<file path="src/rtl/tpu_pkg.sv">
// Shared opcode and sequencer-state definitions for the TPU control path.
package tpu_pkg;

   typedef enum logic [2:0] {
      OP_NOP         = 3'b000,
      OP_LOAD_ADDR   = 3'b001,
      OP_LOAD_WEIGHT = 3'b010,
      OP_LOAD_INPUT  = 3'b011,
      OP_RUN         = 3'b100,
      OP_RSVD5       = 3'b101,
      OP_RSVD6       = 3'b110,
      OP_HALT        = 3'b111
   } opcode_t;

   typedef enum logic [2:0] {
      S_IDLE,
      S_BURST_W,
      S_BURST_I,
      S_KICK,
      S_WAIT,
      S_HALT
   } state_t;

   // Reserved opcodes flag an error and otherwise act as NOP.
   function automatic logic is_illegal(input opcode_t op);
      return (op == OP_RSVD5) || (op == OP_RSVD6);
   endfunction

endpackage

</file>
<file path="src/rtl/burst_addr_gen.sv">
// Burst address generator: after a start pulse, emits ROWS consecutive
// addresses base+i (wrapping modulo 2**ADDR_W), one per cycle.
module burst_addr_gen
   import tpu_pkg::*;
#(
   parameter int unsigned ADDR_W = 13,
   parameter int unsigned ROWS   = 4
) (
   input  logic              clk,
   input  logic              reset,
   input  logic              start,
   input  logic [ADDR_W-1:0] base,
   output logic [ADDR_W-1:0] addr,
   output logic              active,
   output logic              last
);

   localparam logic [ADDR_W-1:0] LAST_IDX = ADDR_W'(ROWS - 1);

   logic              r_active;
   logic [ADDR_W-1:0] r_idx;

   // Burst index: starts at 0 the cycle after start, stops after LAST_IDX.
   always_ff @(posedge clk) begin
      if (reset) begin
         r_active <= 1'b0;
         r_idx    <= '0;
      end else if (start) begin
         r_active <= 1'b1;
         r_idx    <= '0;
      end else if (r_active) begin
         if (r_idx == LAST_IDX) begin
            r_active <= 1'b0;
            r_idx    <= '0;
         end else begin
            r_idx <= r_idx + 1'b1;
         end
      end
   end

   assign active = r_active;
   assign last   = r_active && (r_idx == LAST_IDX);
   assign addr   = r_active ? (base + r_idx) : '0;

endmodule

</file>
<file path="src/rtl/instr_sequencer.sv">
// Instruction sequencer: decodes a 3-bit opcode, drives weight/input memory
// bursts, kicks the compute array and waits for it to finish.
// Optional feature: define INSTR_SEQUENCER_PERF_EN to add the busy_cycles counter.
module instr_sequencer
   import tpu_pkg::*;
#(
   parameter int unsigned INSTR_W = 16,
   parameter int unsigned ADDR_W  = 13,
   parameter int unsigned ROWS    = 4
) (
   input  logic               clk,
   input  logic               reset,
   input  logic [INSTR_W-1:0] instr,
   input  logic               instr_valid,
   output logic               instr_ready,
   input  logic               compute_done,
   output logic [ADDR_W-1:0]  base_address,
   output logic [ADDR_W-1:0]  mem_addr,
   output logic               load_weight,
   output logic               load_input,
   output logic               start,
   output logic               busy,
   output logic               halted,
   output logic               illegal
`ifdef INSTR_SEQUENCER_PERF_EN
   ,
   output logic [31:0]        busy_cycles
`endif
);

   state_t            r_state;
   state_t            w_state_next;
   logic [ADDR_W-1:0] r_base;
   logic              r_illegal;
   opcode_t           w_op;
   logic [ADDR_W-1:0] w_operand;
   logic              w_accept;
   logic              w_burst_start;
   logic [ADDR_W-1:0] w_burst_addr;
   logic              w_burst_active;
   logic              w_burst_last;

   assign w_op          = opcode_t'(instr[INSTR_W-1 -: 3]);
   assign w_operand     = instr[ADDR_W-1:0];
   assign w_accept      = instr_valid && (r_state == S_IDLE);
   assign w_burst_start = w_accept && ((w_op == OP_LOAD_WEIGHT) || (w_op == OP_LOAD_INPUT));

   burst_addr_gen #(
      .ADDR_W (ADDR_W),
      .ROWS   (ROWS)
   ) u_burst (
      .clk    (clk),
      .reset  (reset),
      .start  (w_burst_start),
      .base   (r_base),
      .addr   (w_burst_addr),
      .active (w_burst_active),
      .last   (w_burst_last)
   );

   // State register.
   always_ff @(posedge clk) begin
      if (reset) r_state <= S_IDLE;
      else       r_state <= w_state_next;
   end

   // Next-state decode.
   always_comb begin
      w_state_next = r_state;
      case (r_state)
         S_IDLE: begin
            if (w_accept) begin
               case (w_op)
                  OP_LOAD_WEIGHT: w_state_next = S_BURST_W;
                  OP_LOAD_INPUT:  w_state_next = S_BURST_I;
                  OP_RUN:         w_state_next = S_KICK;
                  OP_HALT:        w_state_next = S_HALT;
                  default:        w_state_next = S_IDLE;
               endcase
            end
         end
         S_BURST_W, S_BURST_I: if (w_burst_last) w_state_next = S_IDLE;
         S_KICK:               w_state_next = S_WAIT;
         S_WAIT:               if (compute_done) w_state_next = S_IDLE;
         S_HALT:               w_state_next = S_HALT;
         default:              w_state_next = S_IDLE;
      endcase
   end

   // Base address latch and sticky illegal-opcode flag.
   always_ff @(posedge clk) begin
      if (reset) begin
         r_base    <= '0;
         r_illegal <= 1'b0;
      end else if (w_accept) begin
         if (w_op == OP_LOAD_ADDR) r_base <= w_operand;
         if (is_illegal(w_op))     r_illegal <= 1'b1;
      end
   end

   assign instr_ready  = (r_state == S_IDLE);
   assign busy         = (r_state != S_IDLE) && (r_state != S_HALT);
   assign halted       = (r_state == S_HALT);
   assign start        = (r_state == S_KICK);
   assign load_weight  = (r_state == S_BURST_W) && w_burst_active;
   assign load_input   = (r_state == S_BURST_I) && w_burst_active;
   assign mem_addr     = (load_weight || load_input) ? w_burst_addr : '0;
   assign base_address = r_base;
   assign illegal      = r_illegal;

`ifdef INSTR_SEQUENCER_PERF_EN
   logic [31:0] r_busy_cycles;

   // Saturating count of busy cycles.
   always_ff @(posedge clk) begin
      if (reset)                              r_busy_cycles <= '0;
      else if (busy && (r_busy_cycles != '1)) r_busy_cycles <= r_busy_cycles + 32'd1;
   end

   assign busy_cycles = r_busy_cycles;
`endif

endmodule

</file>
<file path="config.mk">
export PLATFORM = sky130hd
export DESIGN_NAME = instr_sequencer
export DESIGN_NICKNAME = d
export VERILOG_FILES = /design/src/rtl/tpu_pkg.sv /design/src/rtl/burst_addr_gen.sv /design/src/rtl/instr_sequencer.sv
export SDC_FILE = /design/constraint.sdc
export NUM_CORES = 1
export LEC_CHECK = 0
export ABC_AREA = 1
export CORE_AREA = 5 5 74 76
export CTS_BUF_LIST = sky130_fd_sc_hd__clkbuf_8
export DETAILED_ROUTE_END_ITERATION = 8
export DIE_AREA = 0 0 79 81
export PLACE_DENSITY = 0.75
export SYNTH_ARGS = -nofsm -noshare
export SYNTH_HDL_FRONTEND = slang
export SYNTH_SLANG_ARGS = --single-unit
</file>
<file path="constraint.sdc">
create_clock -name clk -period 5.6 [get_ports clk]
set_input_delay 1.4 -clock clk [delete_from_list [all_inputs] [get_ports clk]]
set_output_delay 1.4 -clock clk [all_outputs]
set_load 0.03 [all_outputs]
</file>
==> flow_metrics.tcl <==
set metrics [dict create \
    worst-setup-path-type "reg -> out" \
    most-common-layout-cells "nand2_1, nor2_1, clkdlybuf4s50_1, inv_1, nand3_1" \
    numCtsBuffers 5 \
    hold_start "base_address[11]" \
    n_antenna_cell 0 \
    postCtsSetupBuffers 0 \
    hold_viol_final 0 \
    die_w_um 79 \
    relSlewSlack_pct 51.49 \
    syn_avg_cell_area_um2 6.280 \
    r2r-start "r_state[2]" \
    r2r.worst_path.cells 6 \
    syn_nets 399 \
    crit_fanout 5 \
    holdWs_ns 0.4852 \
    vias 2467 \
    setup_tns_ns 0 \
    finClkSkew_ns 0.008952 \
    rsz0062_at_grt "false" \
    worst_setup_path_start_kind "register" \
    grt_overflow 0 \
    slew_violations 0 \
    clockBufferDepth 2 \
    worst_pin_slew_ns 0.7253 \
    io_buffers 52 \
    setup_viol 0 \
    htree_num_levels 2 \
    power_switching_uw 264.8 \
    grt_antenna_before_repair 0 \
    synth.cell_area_mm2 0.002292 \
    drive_above_1_share_pct 6.444 \
    root_buffer "clkbuf_8" \
    ctsResizeCount 0 \
    fmax_ghz 0.2344 \
    synth_cells 365 \
    track_usage_pct 20.30 \
    synth_cell_types 32 \
    avgRoutedWirePerCell_um 13.22 \
    path_clk_slew_ns 0.07 \
    via_per_inst 5.216 \
    clk-insertion-delay-late_ns 0.29 \
    end_kind "output pin" \
    cts_tree "built" \
    combPwrFrac_pct 35.6 \
    coreArea_mm2 0.004661 \
    rr_endpoint "base_address[1]" \
    drt-initial-drc-count 207 \
    routed_wirelength_mm 6.251 \
    status "finished, final reports clean" \
    fin_nets 452 \
    final_common_cell "nand2_1" \
    die_y_um 81 \
    antenna_left 0 \
    whs_path_depth 2 \
    power_uw 701.2 \
    drv_cap 0 \
    first_global_vias 2317 \
    powerDensity_mw_per_mm2 238.2 \
    p_clk_share_pct 27.7 \
    dieArea_mm2 0.006399 \
    grt_pass1_wl_mm 10.41 \
    instances_no_fill 473 \
    ir_drop_uv 231.2 \
    synth_seq_cells 31 \
    hpwl_mm 4.865 \
    start_util_pct 49.18 \
    arrival_ns 2.87 \
    first_pass_iters 5 \
    drc 0 \
    hold_class "reg -> reg" \
    hold_buffers 0 \
    p_seq_share_pct 36.7 \
    syn2layout_area_growth_pct 28.44 \
    reg2reg_setup_slack_ns 3.64 \
    crit_required_ns 4.20 \
    hold_end "base_address[11]" \
    grt_max_degree 18 \
    row_count 25 \
    yosys_warnings 0 \
    gp_congestion 0.9077 \
    startpoint "u_burst.r_idx[0]" \
    ios 53 \
    p_leak_uw 0.001259 \
    period_share_pct 76.17 \
    period_needed_ns 4.266 \
    place_inst 465 \
    yosysSeqAreaShare_pct 27.07 \
    clock_sinks 31 \
    netSwitchingFraction_pct 37.76 \
    p_int_uw 436.4 \
]
==> flip-flops by register name, summed over array words and instances (netlist names) <==
signal / count
base_address: 13
illegal: 1
r_state: 3
u_burst.r_idx: 13
u_burst.active: 1
==> metal layers <==
layer	part of all wire [%]	GRT usage (%)	up-vias
met2	46	34.76	60
met3	4.9	3.659	10
li1	-	-	1289
met4	1.3	5.842	0
met1	47	26.16	1108
met5	0	0	-
==> worst max path at each step <==
stage,to
5_1_grt,mem_addr[12]
3_3_place_gp,mem_addr[12]
2_1_floorplan,mem_addr[12]
4_1_cts,mem_addr[12]
6_report,mem_addr[12]
3_5_place_dp,mem_addr[12]
==> through the flow <==
| stage | setup slack [ns] | utilization (%) | instance area [um2] |
|---|---|---|---|
| floorplan | 2.023 | - | 2292 |
| global placement | 1.721 | 61.02 | 2844 |
| detailed placement | 1.622 | 61.02 | 2844 |
| CTS | 1.330 | 63.17 | 2944 |
| global route | 1.148 | 63.17 | 2944 |
| finish | 1.334 | 63.17 | 2944 |
==> layout make-up <==
| class | count | area (um2) |
|---|---|---|
| Fill cell | 465 | 1717 |
| Clock inverter | 1 | 3.754 |
| Multi-Input combinational cell | 276 | 1436 |
| Timing Repair Buffer | 53 | 528.0 |
| Tap cell | 54 | 67.56 |
| Sequential cell | 31 | 620.6 |
| Inverter | 51 | 191.4 |
| Clock buffer | 7 | 96.34 |
==> worst max-delay path, cell delays in order, from the launching register on <==
cell,delay (ns)
dfxtp_1,0.41
ha_1,0.22
inv_1,0.07
fa_1,0.42
o21ai_0,0.37
nand3_1,0.16
nand4_1,0.11
nand2_1,0.05
nor2_1,0.08
clkdlybuf4s50_1,0.69
==> cells in the mapped netlist <==
master | n | area share [%]
nor2_2 | 2 | 0.55
nor2_1 | 55 | 9.0
nand3_2 | 1 | 0.44
a21oi_4 | 1 | 0.71
buf_2 | 2 | 0.44
inv_1 | 46 | 7.5
nor3_4 | 1 | 0.71
buf_6 | 1 | 0.49
nand2_4 | 1 | 0.49
nand3_1 | 43 | 9.4
buf_1 | 1 | 0.16
nand2_1 | 80 | 13
o21ai_0 | 7 | 1.5
ha_1 | 13 | 7.1
a31oi_1 | 3 | 0.82
clkbuf_1 | 1 | 0.16
a21o_1 | 2 | 0.65
fa_1 | 1 | 0.87
buf_4 | 2 | 0.65
nor3b_1 | 1 | 0.33
xnor2_1 | 3 | 1.1
xor2_1 | 6 | 2.3
nand2_2 | 5 | 1.4
dfxtp_1 | 31 | 27
a31o_2 | 1 | 0.38
inv_2 | 5 | 0.82
o21bai_1 | 1 | 0.33
nand4_1 | 6 | 1.6
nor3_2 | 2 | 0.87
o21ai_1 | 1 | 0.22
nor3_1 | 5 | 1.1
a21oi_1 | 35 | 7.6
==> power groups by stage <==
stage	logic (uW)	registers, uW	clock network (uW)
finish	249	258	194
global route	272	260	212
CTS	250	257	199
detailed placement	248	262	0
global placement	246	262	0
floorplan	163	267	0
==> logic make-up after synthesis <==
logic type	Yosys count	share of synthesized area, %
XOR/XNOR	9	3.439
AND/OR/NAND/NOR	202	38.97
flip-flops	31	27.07
adder cells (fa/ha/maj)	14	7.970
AO/OA/AOI/OAI	51	12.28
buffers and inverters	58	10.26
No activity file was read; power rests on OpenSTA's default activity.
